===== src/rtl/updown_ctrl_pkg.sv =====
// rtl/updown_ctrl_pkg.sv - shared state encoding and direction constants for the up/down count controller
package updown_ctrl_pkg;

   typedef enum logic [1:0] {
      IDLE = 2'd0,
      RUN  = 2'd1,
      HOLD = 2'd2,
      DONE = 2'd3
   } state_t;

   localparam logic DIR_UP   = 1'b0;
   localparam logic DIR_DOWN = 1'b1;

endpackage


===== src/rtl/updown_count_ctrl_if.sv =====
// rtl/updown_count_ctrl_if.sv - control/status bundle between a host and the up/down count controller
interface updown_count_ctrl_if #(
   parameter int N       = 4,
   parameter int PRESC_W = 8
);
   logic               start;
   logic               stop;
   logic               hold;
   logic               dir;
   logic               auto_reload;
   logic [N-1:0]       load_val;
   logic [N-1:0]       limit;
   logic [PRESC_W-1:0] presc;
   logic [N-1:0]       q;
   logic               busy;
   logic               done;
   logic               tc_pulse;

   modport master (
      output start, stop, hold, dir, auto_reload, load_val, limit, presc,
      input  q, busy, done, tc_pulse
   );

   modport slave (
      input  start, stop, hold, dir, auto_reload, load_val, limit, presc,
      output q, busy, done, tc_pulse
   );
endinterface


===== src/rtl/updown_count_core.sv =====
// rtl/updown_count_core.sv - n-bit loadable up/down counter datapath; load has priority over enable
module updown_count_core
   import updown_ctrl_pkg::*;
#(
   parameter int N = 4
) (
   input  logic         clk,
   input  logic         rst,
   input  logic         load,
   input  logic [N-1:0] load_val,
   input  logic         en,
   input  logic         dir,
   output logic [N-1:0] q
);
   localparam logic [N-1:0] ONE = N'(1);

   always_ff @(posedge clk) begin
      if (rst) begin
         q <= '0;
      end else if (load) begin
         q <= load_val;
      end else if (en) begin
         q <= (dir == DIR_DOWN) ? q - ONE : q + ONE;
      end
   end
endmodule


===== src/rtl/updown_count_ctrl.sv =====
// rtl/updown_count_ctrl.sv - sequencing FSM, prescaler, config latches and terminal compare around the counter core
module updown_count_ctrl
   import updown_ctrl_pkg::*;
#(
   parameter int N       = 4,
   parameter int PRESC_W = 8
) (
   input  logic                clk,
   input  logic                rst,
   updown_count_ctrl_if.slave  bus
);
   localparam logic [N-1:0] ONE = N'(1);

   state_t             state;
   logic [PRESC_W-1:0] presc_cnt;
   logic [PRESC_W-1:0] presc_l;
   logic [N-1:0]       load_l;
   logic [N-1:0]       limit_l;
   logic               dir_l;
   logic               auto_l;
   logic               at_limit;

   logic               accept;
   logic               tick;
   logic               reload;
   logic               core_load;
   logic [N-1:0]       core_load_val;
   logic [N-1:0]       step_val;

   assign accept        = bus.start && !bus.stop && (state == IDLE || state == DONE);
   assign tick          = (state == RUN) && !bus.hold && !bus.stop && (presc_cnt == presc_l);
   // at_limit is only set by a step landing on limit, so load_val==limit must traverse first
   assign reload        = tick && auto_l && at_limit;
   assign core_load     = accept || reload;
   assign core_load_val = accept ? bus.load_val : load_l;
   assign step_val      = (dir_l == DIR_DOWN) ? bus.q - ONE : bus.q + ONE;

   updown_count_core #(.N(N)) u_core (
      .clk      (clk),
      .rst      (rst),
      .load     (core_load),
      .load_val (core_load_val),
      .en       (tick && !reload),
      .dir      (dir_l),
      .q        (bus.q)
   );

   always_ff @(posedge clk) begin
      if (rst) begin
         state        <= IDLE;
         presc_cnt    <= '0;
         presc_l      <= '0;
         load_l       <= '0;
         limit_l      <= '0;
         dir_l        <= DIR_UP;
         auto_l       <= 1'b0;
         at_limit     <= 1'b0;
         bus.busy     <= 1'b0;
         bus.done     <= 1'b0;
         bus.tc_pulse <= 1'b0;
      end else begin
         bus.tc_pulse <= 1'b0;
         if (bus.stop) begin
            state     <= IDLE;
            presc_cnt <= '0;
            at_limit  <= 1'b0;
            bus.busy  <= 1'b0;
            bus.done  <= 1'b0;
         end else begin
            case (state)
               IDLE, DONE: begin
                  if (accept) begin
                     presc_l   <= bus.presc;
                     load_l    <= bus.load_val;
                     limit_l   <= bus.limit;
                     dir_l     <= bus.dir;
                     auto_l    <= bus.auto_reload;
                     presc_cnt <= '0;
                     at_limit  <= 1'b0;
                     state     <= RUN;
                     bus.busy  <= 1'b1;
                     bus.done  <= 1'b0;
                  end
               end
               RUN: begin
                  if (bus.hold) begin
                     state <= HOLD;
                  end else if (tick) begin
                     presc_cnt <= '0;
                     if (reload) begin
                        at_limit <= 1'b0;
                     end else if (step_val == limit_l) begin
                        bus.tc_pulse <= 1'b1;
                        at_limit     <= 1'b1;
                        if (!auto_l) begin
                           state    <= DONE;
                           bus.busy <= 1'b0;
                           bus.done <= 1'b1;
                        end
                     end
                  end else begin
                     presc_cnt <= presc_cnt + PRESC_W'(1);
                  end
               end
               HOLD: begin
                  if (!bus.hold) state <= RUN;
               end
               default: state <= IDLE;
            endcase
         end
      end
   end
endmodule

===== src/flat_wrapper.sv =====
// flat-port wrapper written by rule: the top's interface ports become plain ports
module updown_count_ctrl_flat import updown_ctrl_pkg::*;
#(
   parameter int N       = 4,
   parameter int PRESC_W = 8
)
  (clk, rst, bus_start, bus_stop, bus_hold, bus_dir, bus_auto_reload, bus_load_val, bus_limit, bus_presc, bus_q, bus_busy, bus_done, bus_tc_pulse);
  updown_count_ctrl_if #(.N(N), .PRESC_W(PRESC_W)) bus_i ();
  input  logic clk;
  input  logic rst;
  input wire logic [$bits(bus_i.start)-1:0] bus_start;
  input wire logic [$bits(bus_i.stop)-1:0] bus_stop;
  input wire logic [$bits(bus_i.hold)-1:0] bus_hold;
  input wire logic [$bits(bus_i.dir)-1:0] bus_dir;
  input wire logic [$bits(bus_i.auto_reload)-1:0] bus_auto_reload;
  input wire logic [$bits(bus_i.load_val)-1:0] bus_load_val;
  input wire logic [$bits(bus_i.limit)-1:0] bus_limit;
  input wire logic [$bits(bus_i.presc)-1:0] bus_presc;
  output wire logic [$bits(bus_i.q)-1:0] bus_q;
  output wire logic [$bits(bus_i.busy)-1:0] bus_busy;
  output wire logic [$bits(bus_i.done)-1:0] bus_done;
  output wire logic [$bits(bus_i.tc_pulse)-1:0] bus_tc_pulse;
  assign bus_i.start = bus_start;
  assign bus_i.stop = bus_stop;
  assign bus_i.hold = bus_hold;
  assign bus_i.dir = bus_dir;
  assign bus_i.auto_reload = bus_auto_reload;
  assign bus_i.load_val = bus_load_val;
  assign bus_i.limit = bus_limit;
  assign bus_i.presc = bus_presc;
  assign bus_q = bus_i.q;
  assign bus_busy = bus_i.busy;
  assign bus_done = bus_i.done;
  assign bus_tc_pulse = bus_i.tc_pulse;
  updown_count_ctrl #(.N(N), .PRESC_W(PRESC_W)) u_core (.clk(clk), .rst(rst), .bus(bus_i));
endmodule

===== config.mk =====
export PLATFORM = sky130hd
export DESIGN_NAME = updown_count_ctrl_flat
export DESIGN_NICKNAME = d
export VERILOG_FILES = /design/src/rtl/updown_ctrl_pkg.sv /design/src/rtl/updown_count_ctrl_if.sv /design/src/rtl/updown_count_core.sv /design/src/rtl/updown_count_ctrl.sv /design/src/flat_wrapper.sv
export SDC_FILE = /design/constraint.sdc
export NUM_CORES = 1
export LEC_CHECK = 0
export BUFFER_PORTS_ARGS = -buffer_cell sky130_fd_sc_hd__buf_4
export CORE_ASPECT_RATIO = 1.75
export CORE_UTILIZATION = 59
export DETAILED_ROUTE_END_ITERATION = 10
export PLACE_DENSITY = 0.9
export SYNTH_ARGS = -nofsm -noshare
export SYNTH_HDL_FRONTEND = slang
export SYNTH_SLANG_ARGS = --single-unit

===== constraint.sdc =====
create_clock -name clk -period 3.5 [get_ports clk]
set_input_delay 0.175 -clock clk [delete_from_list [all_inputs] [get_ports clk]]
set_output_delay 0.175 -clock clk [all_outputs]
set_load 0.05 [all_outputs]

; Yosys cells after proc, flatten, opt, wreduce, memory -nomap -nowiden
; Index checks and enable logic that the tools add are counted.
; W data, S select, Z words.
[word_totals]
inputBits = 23
ff_bits = 36
ramBits = 0
wordCells = 96
output_inout_bits = 7
romBits = 0
mem_count = 0
latchBits = 0
[op_classes]
order_cmp = 0
div_mod_pow = 0
n_addsub = 3
n_reduce_logical = 25
n_mul = 0
bitwise_logic = 3
n_mux = 36
shifts = 0
eq_ne = 17
[op_table]
columns = op, count
row1 = $mux W8, 3
row2 = $mux W1, 17
row3 = $mux W4, 4
row4 = $pmux W8 S2, 1
row5 = $mux W2, 7
row6 = $ne A2 B2 Y1 const B, 5
row7 = $ne A3 B3 Y1 const B, 3
row8 = $add A8 B1 Y8 const B, 1
row9 = $eq A8 B8 Y1, 1
row10 = $logic_and A1 B1 Y1, 8
row11 = $reduce_and A7 Y1, 1
row12 = $ne A3 B2 Y1 const B, 2
row13 = $pmux W1 S2, 3
row14 = $pmux W2 S3, 1
row15 = $reduce_and A3 Y1, 2
row16 = $reduce_and A6 Y1, 1
row17 = $reduce_or A6 Y1, 1
row18 = $reduce_and A5 Y1, 1
row19 = $add A4 B1 Y4 const B, 1
row20 = $eq A2 B2 Y1 const B, 2
row21 = $eq A4 B4 Y1, 1
row22 = $ne A2 B1 Y1 const B, 2
row23 = $reduce_bool A2 Y1, 2
row24 = $reduce_or A2 Y1, 2
row25 = other kinds (7), 12

; Longest topological paths before layout
[logic_depth]
depth_word = 10
depth_mapped = 8
ltp_nobuf = 7

; Modules after synthesis
; A second synthesis with hierarchy kept.
[unflattened]
hier_cells = 244
hier_area_um2 = 2009.4
[by_module_without_submodules]
columns = mod, seq_area_each_um2, n_inst, cells_each, area_each_um2
row1 = updown_count_ctrl, 640.6, 1, 210, 1706.6
row2 = updown_count_core, 80.1, 1, 34, 302.8

; Least setup slack after synthesis
; OpenSTA, ideal clock, no wires.
[synth_path]
path_kind = register to register
from = register u_core.u_core.q[0]
to = register u_core.bus.busy
path_slack_ns = 1.324
setup_time_ns = 0.139
period_less_slack_ns = 2.176
path_stages_with_launch = 7
arrival_ns = 2.037
path_buffers = 0
required_ns = 3.361
path_cell_list = dfxtp_1 -> fa_1 -> xor3_1 -> nor3_1 -> o21ai_1 -> nor3_1 -> a31oi_1
[synth_via]
elab_chain_len = 5
elab_cells_between_ends = 6
classes_between = 2 x add/sub / 2 x eq/ne / 1 x mux / 1 x reduce/logical
[synth_lines]
columns = element, line
row1 = start: declaration, updown_count_core.sv:13  ; output logic [N-1:0] q
row2 = start signal: assignment, updown_count_core.sv:21  ; q <= load_val;
row3 = start signal: assignment, updown_count_core.sv:23  ; q <= (dir == DIR_DOWN) ? q - ONE : q + ONE;
row4 = $add A4 B1 Y4 / $sub A4 B1 Y4 (equally long branches), updown_count_ctrl.sv:36  ; assign step_val = (dir_l == DIR_DOWN) ? bus.q - ONE : bus.q + ONE;
row5 = $mux W4 *, updown_count_ctrl.sv:36
row6 = $eq A4 B4 Y1 *, updown_count_ctrl.sv:92  ; end else if (step_val == limit_l) begin
row7 = $ne A2 B2 Y1 (no line) *, -
row8 = $reduce_and A7 Y1 (no line) *, -
row9 = end signal: assignment, updown_count_ctrl.sv:58  ; bus.busy <= 1'b0;
row10 = end signal: assignment, updown_count_ctrl.sv:67  ; bus.busy <= 1'b0;
row11 = end signal: assignment, updown_count_ctrl.sv:97  ; bus.busy <= 1'b0;
row12 = end: declaration, updown_count_ctrl_if.sv:26  ; output q, busy, done, tc_pulse
; Every way passes the cells marked *; elsewhere a longest branch is shown, timed or not.
; A chain may end at the register's enable or synchronous reset.

; Worst setup path in the final report
[layout_path]
from = register u_core.state[1]
to = register u_core.presc_cnt[7]
[layout_via]
elab_chain_len = 7
elab_cells_between_ends = 16
classes_between = 4 x eq/ne / 3 x mux / 9 x reduce/logical
[layout_lines]
columns = element, line
row1 = start: declaration, updown_count_ctrl.sv:14  ; state_t state;
row2 = start signal: assignment, updown_count_ctrl.sv:50  ; state <= IDLE;
row3 = start signal: assignment, updown_count_ctrl.sv:64  ; state <= IDLE;
row4 = start signal: assignment, updown_count_ctrl.sv:80  ; state <= RUN;
row5 = $eq A2 B1 Y1, "updown_count_ctrl.sv:31, updown_count_ctrl.sv:70"
row6 = $logic_and A1 B1 Y1 (3 in series), updown_count_ctrl.sv:31  ; assign tick = (state == RUN) && !bus.hold && !bus.stop && (presc_cnt == presc_l);
row7 = $mux W8, updown_count_ctrl.sv:88  ; end else if (tick) begin
row8 = $mux W8, updown_count_ctrl.sv:86  ; if (bus.hold) begin
row9 = $pmux W8 S2, updown_count_ctrl.sv:70  ; case (state)
row10 = end signal: assignment, updown_count_ctrl.sv:102  ; presc_cnt <= presc_cnt + PRESC_W'(1);
row11 = end: declaration, updown_count_ctrl.sv:15  ; logic [PRESC_W-1:0] presc_cnt;
; Several ways; a longest one is shown, not always the timed one. The select of a mux whose other input is x is not followed.

==> results_dict.tcl <==
set metrics [dict create \
    grt_pass1_vias 1549 \
    hold_viol_final 0 \
    max_freq_mhz 442 \
    die-width_um 44.0 \
    power.leakage_nw 0.888 \
    num-fill-cells 214 \
    slew_headroom 0.674 \
    io_pins 30 \
    grt_max_degree 27 \
    crit_slowest_cell "or4_1" \
    core_area_mm2 0.00293 \
    post_drt_wl_per_cell_um 15.0 \
    hp-class "input port to register" \
    ir_drop_mv 0.304 \
    ys_ff_latch 36 \
    crit_fanout 8 \
    p_per_area_mw_per_mm2 427 \
    cp_num_cells 7 \
    drc 1 \
    grt_pass1_wl_um 6440 \
    r2r_cells 7 \
    post-dp-hpwl_um 2950 \
    tns_ns 0 \
    preCtsSetupSlack_ns 1.27 \
    first_pass_iters 9 \
    vias 1604 \
    worst_slew_pin_slew_ns 0.487 \
    fin_ws_ns 1.24 \
    cts_resized 0 \
    ant_nets 0 \
    drt_iter0_drc 47 \
    cp_data_required_time_ns 3.74 \
    critical_path_arrival_ns 2.50 \
    min_period_ns 2.26 \
    hold_buffers 0 \
    drv_slew 0 \
    mostFrequentLayoutCells "44 x nand2_1, 36 x dfxtp_1, 31 x buf_4" \
    cp-start-kind "register" \
    path_cells "inv_1, ha_1, and2_1, a211oi_4, nand4_4, or4_1, a21oi_1" \
    ys_types 43 \
    layout_commonest_cell "nand2_1" \
    track_usage 0.266 \
    crit_buf_inv 1 \
    place_congestion 0.837 \
    synth_area_per_cell_um2 8.66 \
    fin_nets 270 \
    cts_made_buffers 5 \
    setup_viol 0 \
    cts_tree "yes" \
    port-buffer-count 29 \
    clkSinkCount 36 \
    finalInstanceArea_mm2 0.00216 \
    netlist.area_leader.share 0.396 \
    dieArea_mm2 0.00332 \
    vias_per_cell 5.94 \
    synth_top_area_cell "dfxtp_1" \
    drive_gt1_frac 0.182 \
    synth_warnings 0 \
    critical_path_class "register to register" \
    diodes 0 \
    place_area_mm2 0.00205 \
    clock_skew_ns 0.0117 \
    overflow 0 \
    synth.area.top_cells "dfxtp_1 40%, nand2_1 9.1%, a21oi_1 7.2%" \
    start_util 0.621 \
    area_growth_pct 19.0 \
    cp-end-kind "register" \
    die_h_um 75.4 \
    cts_setup_buffers 0 \
    syn_area_mm2 0.00182 \
    htree_levels 2 \
    status "finished, violations left" \
    antenna_found_initial 0 \
    synth_seq_area_share 0.396 \
    violations "design-rule violations" \
    min_path_cells 3 \
    clock_latency_ns 0.30 \
    cpLargestDelayFamily "simple AND/OR/NAND/NOR gates" \
    drv_cap 0 \
    clock_path_buffers 2 \
    synth_cells 210 \
    cts-root-buf "clkbuf_8" \
    rsz0062_at_grt "false" \
    fin_crit_sh 0.646 \
    syn_nets 239 \
    worst_path_largest_cell_delay_ns 0.50 \
    rows 26 \
    drt_wl_total_um 4050 \
    clk_pin_slew_ns 0.08 \
]
==> cells in the mapped netlist <==
cell type	number
or3_1	6
nand3b_1	2
nand2b_4	1
clkbuf_1	5
xnor2_1	11
nor4bb_1	1
a22oi_1	1
nor4_1	2
mux2i_1	3
o31a_1	1
xor2_1	4
nor3_1	4
inv_1	4
buf_1	1
nand2_1	44
nand3_1	3
fa_1	1
xnor3_1	1
o21a_1	1
o31ai_1	2
o211a_1	3
or4_1	1
a31oi_1	2
o21ai_0	5
nand2b_1	1
a21oi_1	26
buf_6	1
o21ai_1	1
nor2_1	11
nor3b_2	1
o2bb2ai_1	2
and2_1	3
a21bo_2	1
o211ai_1	1
xor3_1	1
nand4_4	1
a211oi_4	1
nand4_1	3
ha_1	5
dfxtp_1	36
and3_1	2
nor3b_1	1
a211o_1	3
==> layout make-up <==
type	count	area, um2	area share
tap	28	35.0	0.0162
clock buffer	5	68.8	0.0318
multi-input combinational	163	1050	0.485
inverter	4	15.0	0.00694
sequential	36	721	0.333
timing repair buffer	31	233	0.108
clock inverter	3	42.5	0.0197
==> worst min-delay path, stage by stage <==
cell and delay [ns]:
buf_4 0.11, nand2_1 0.04, a21oi_1 0.05
==> where the power goes <==
part,total [mW],internal (mW),switching (mW)
sequential,0.436,0.423,0.0127
clock,0.365,0.211,0.154
combinational,0.123,0.0559,0.0674
total,0.924,0.690,0.234
==> flip-flops by register name, summed over array words and instances (netlist names) <==
name and count:
u_core.auto_l 1, u_core.bus.tc_pulse 1, u_core.bus.done 1, u_core.u_core.q 4, u_core.presc_l 8, u_core.at_limit 1
u_core.presc_cnt 8, u_core.state 2, u_core.bus.busy 1, u_core.dir_l 1, u_core.load_l 4, u_core.limit_l 4
==> stage by stage <==
| step | hold slack (ns) | power [mW] | utilization | std cells |
|---|---|---|---|---|
| after global routing | 0.117 | 0.962 | 0.739 | 270 |
| after detailed placement | 0.431 | 0.567 | 0.701 | 262 |
| after global placement | 0.422 | 0.564 | 0.701 | 262 |
| after CTS | 0.116 | 0.928 | 0.739 | 270 |
| after floorplan | 0.308 | 0.522 | - | 210 |
| final | 0.114 | 0.924 | 0.739 | 270 |
==> final timing paths <==
check	from	endpoint	slack [ns]
setup / recovery	u_core.state[1]	u_core.presc_cnt[7]	1.24
hold / removal	bus_dir	u_core.dir_l	0.11
setup reg to reg	u_core.state[1]	u_core.presc_cnt[7]	1.24
hold reg to reg	u_core.limit_l[3]	u_core.limit_l[3]	0.46
==> kinds of logic after synthesis <==
kind of cell / after synthesis / share of synthesized area
adders and majority gates: 6 / 0.0454
DFF: 36 / 0.396
muxes: 3 / 0.0165
and+or+nand+nor: 87 / 0.240
buffers and inverters: 11 / 0.0268
xor gates and xnor gates: 17 / 0.0977
AOI/OAI and AO/OA: 50 / 0.178
==> metal layers <==
layer,part of all wire,track usage
met5,0,0
met4,0.035,0.192
met3,0.031,0.0592
met2,0.57,0.499
met1,0.37,0.244
No activity file was read; power rests on OpenSTA's default activity.
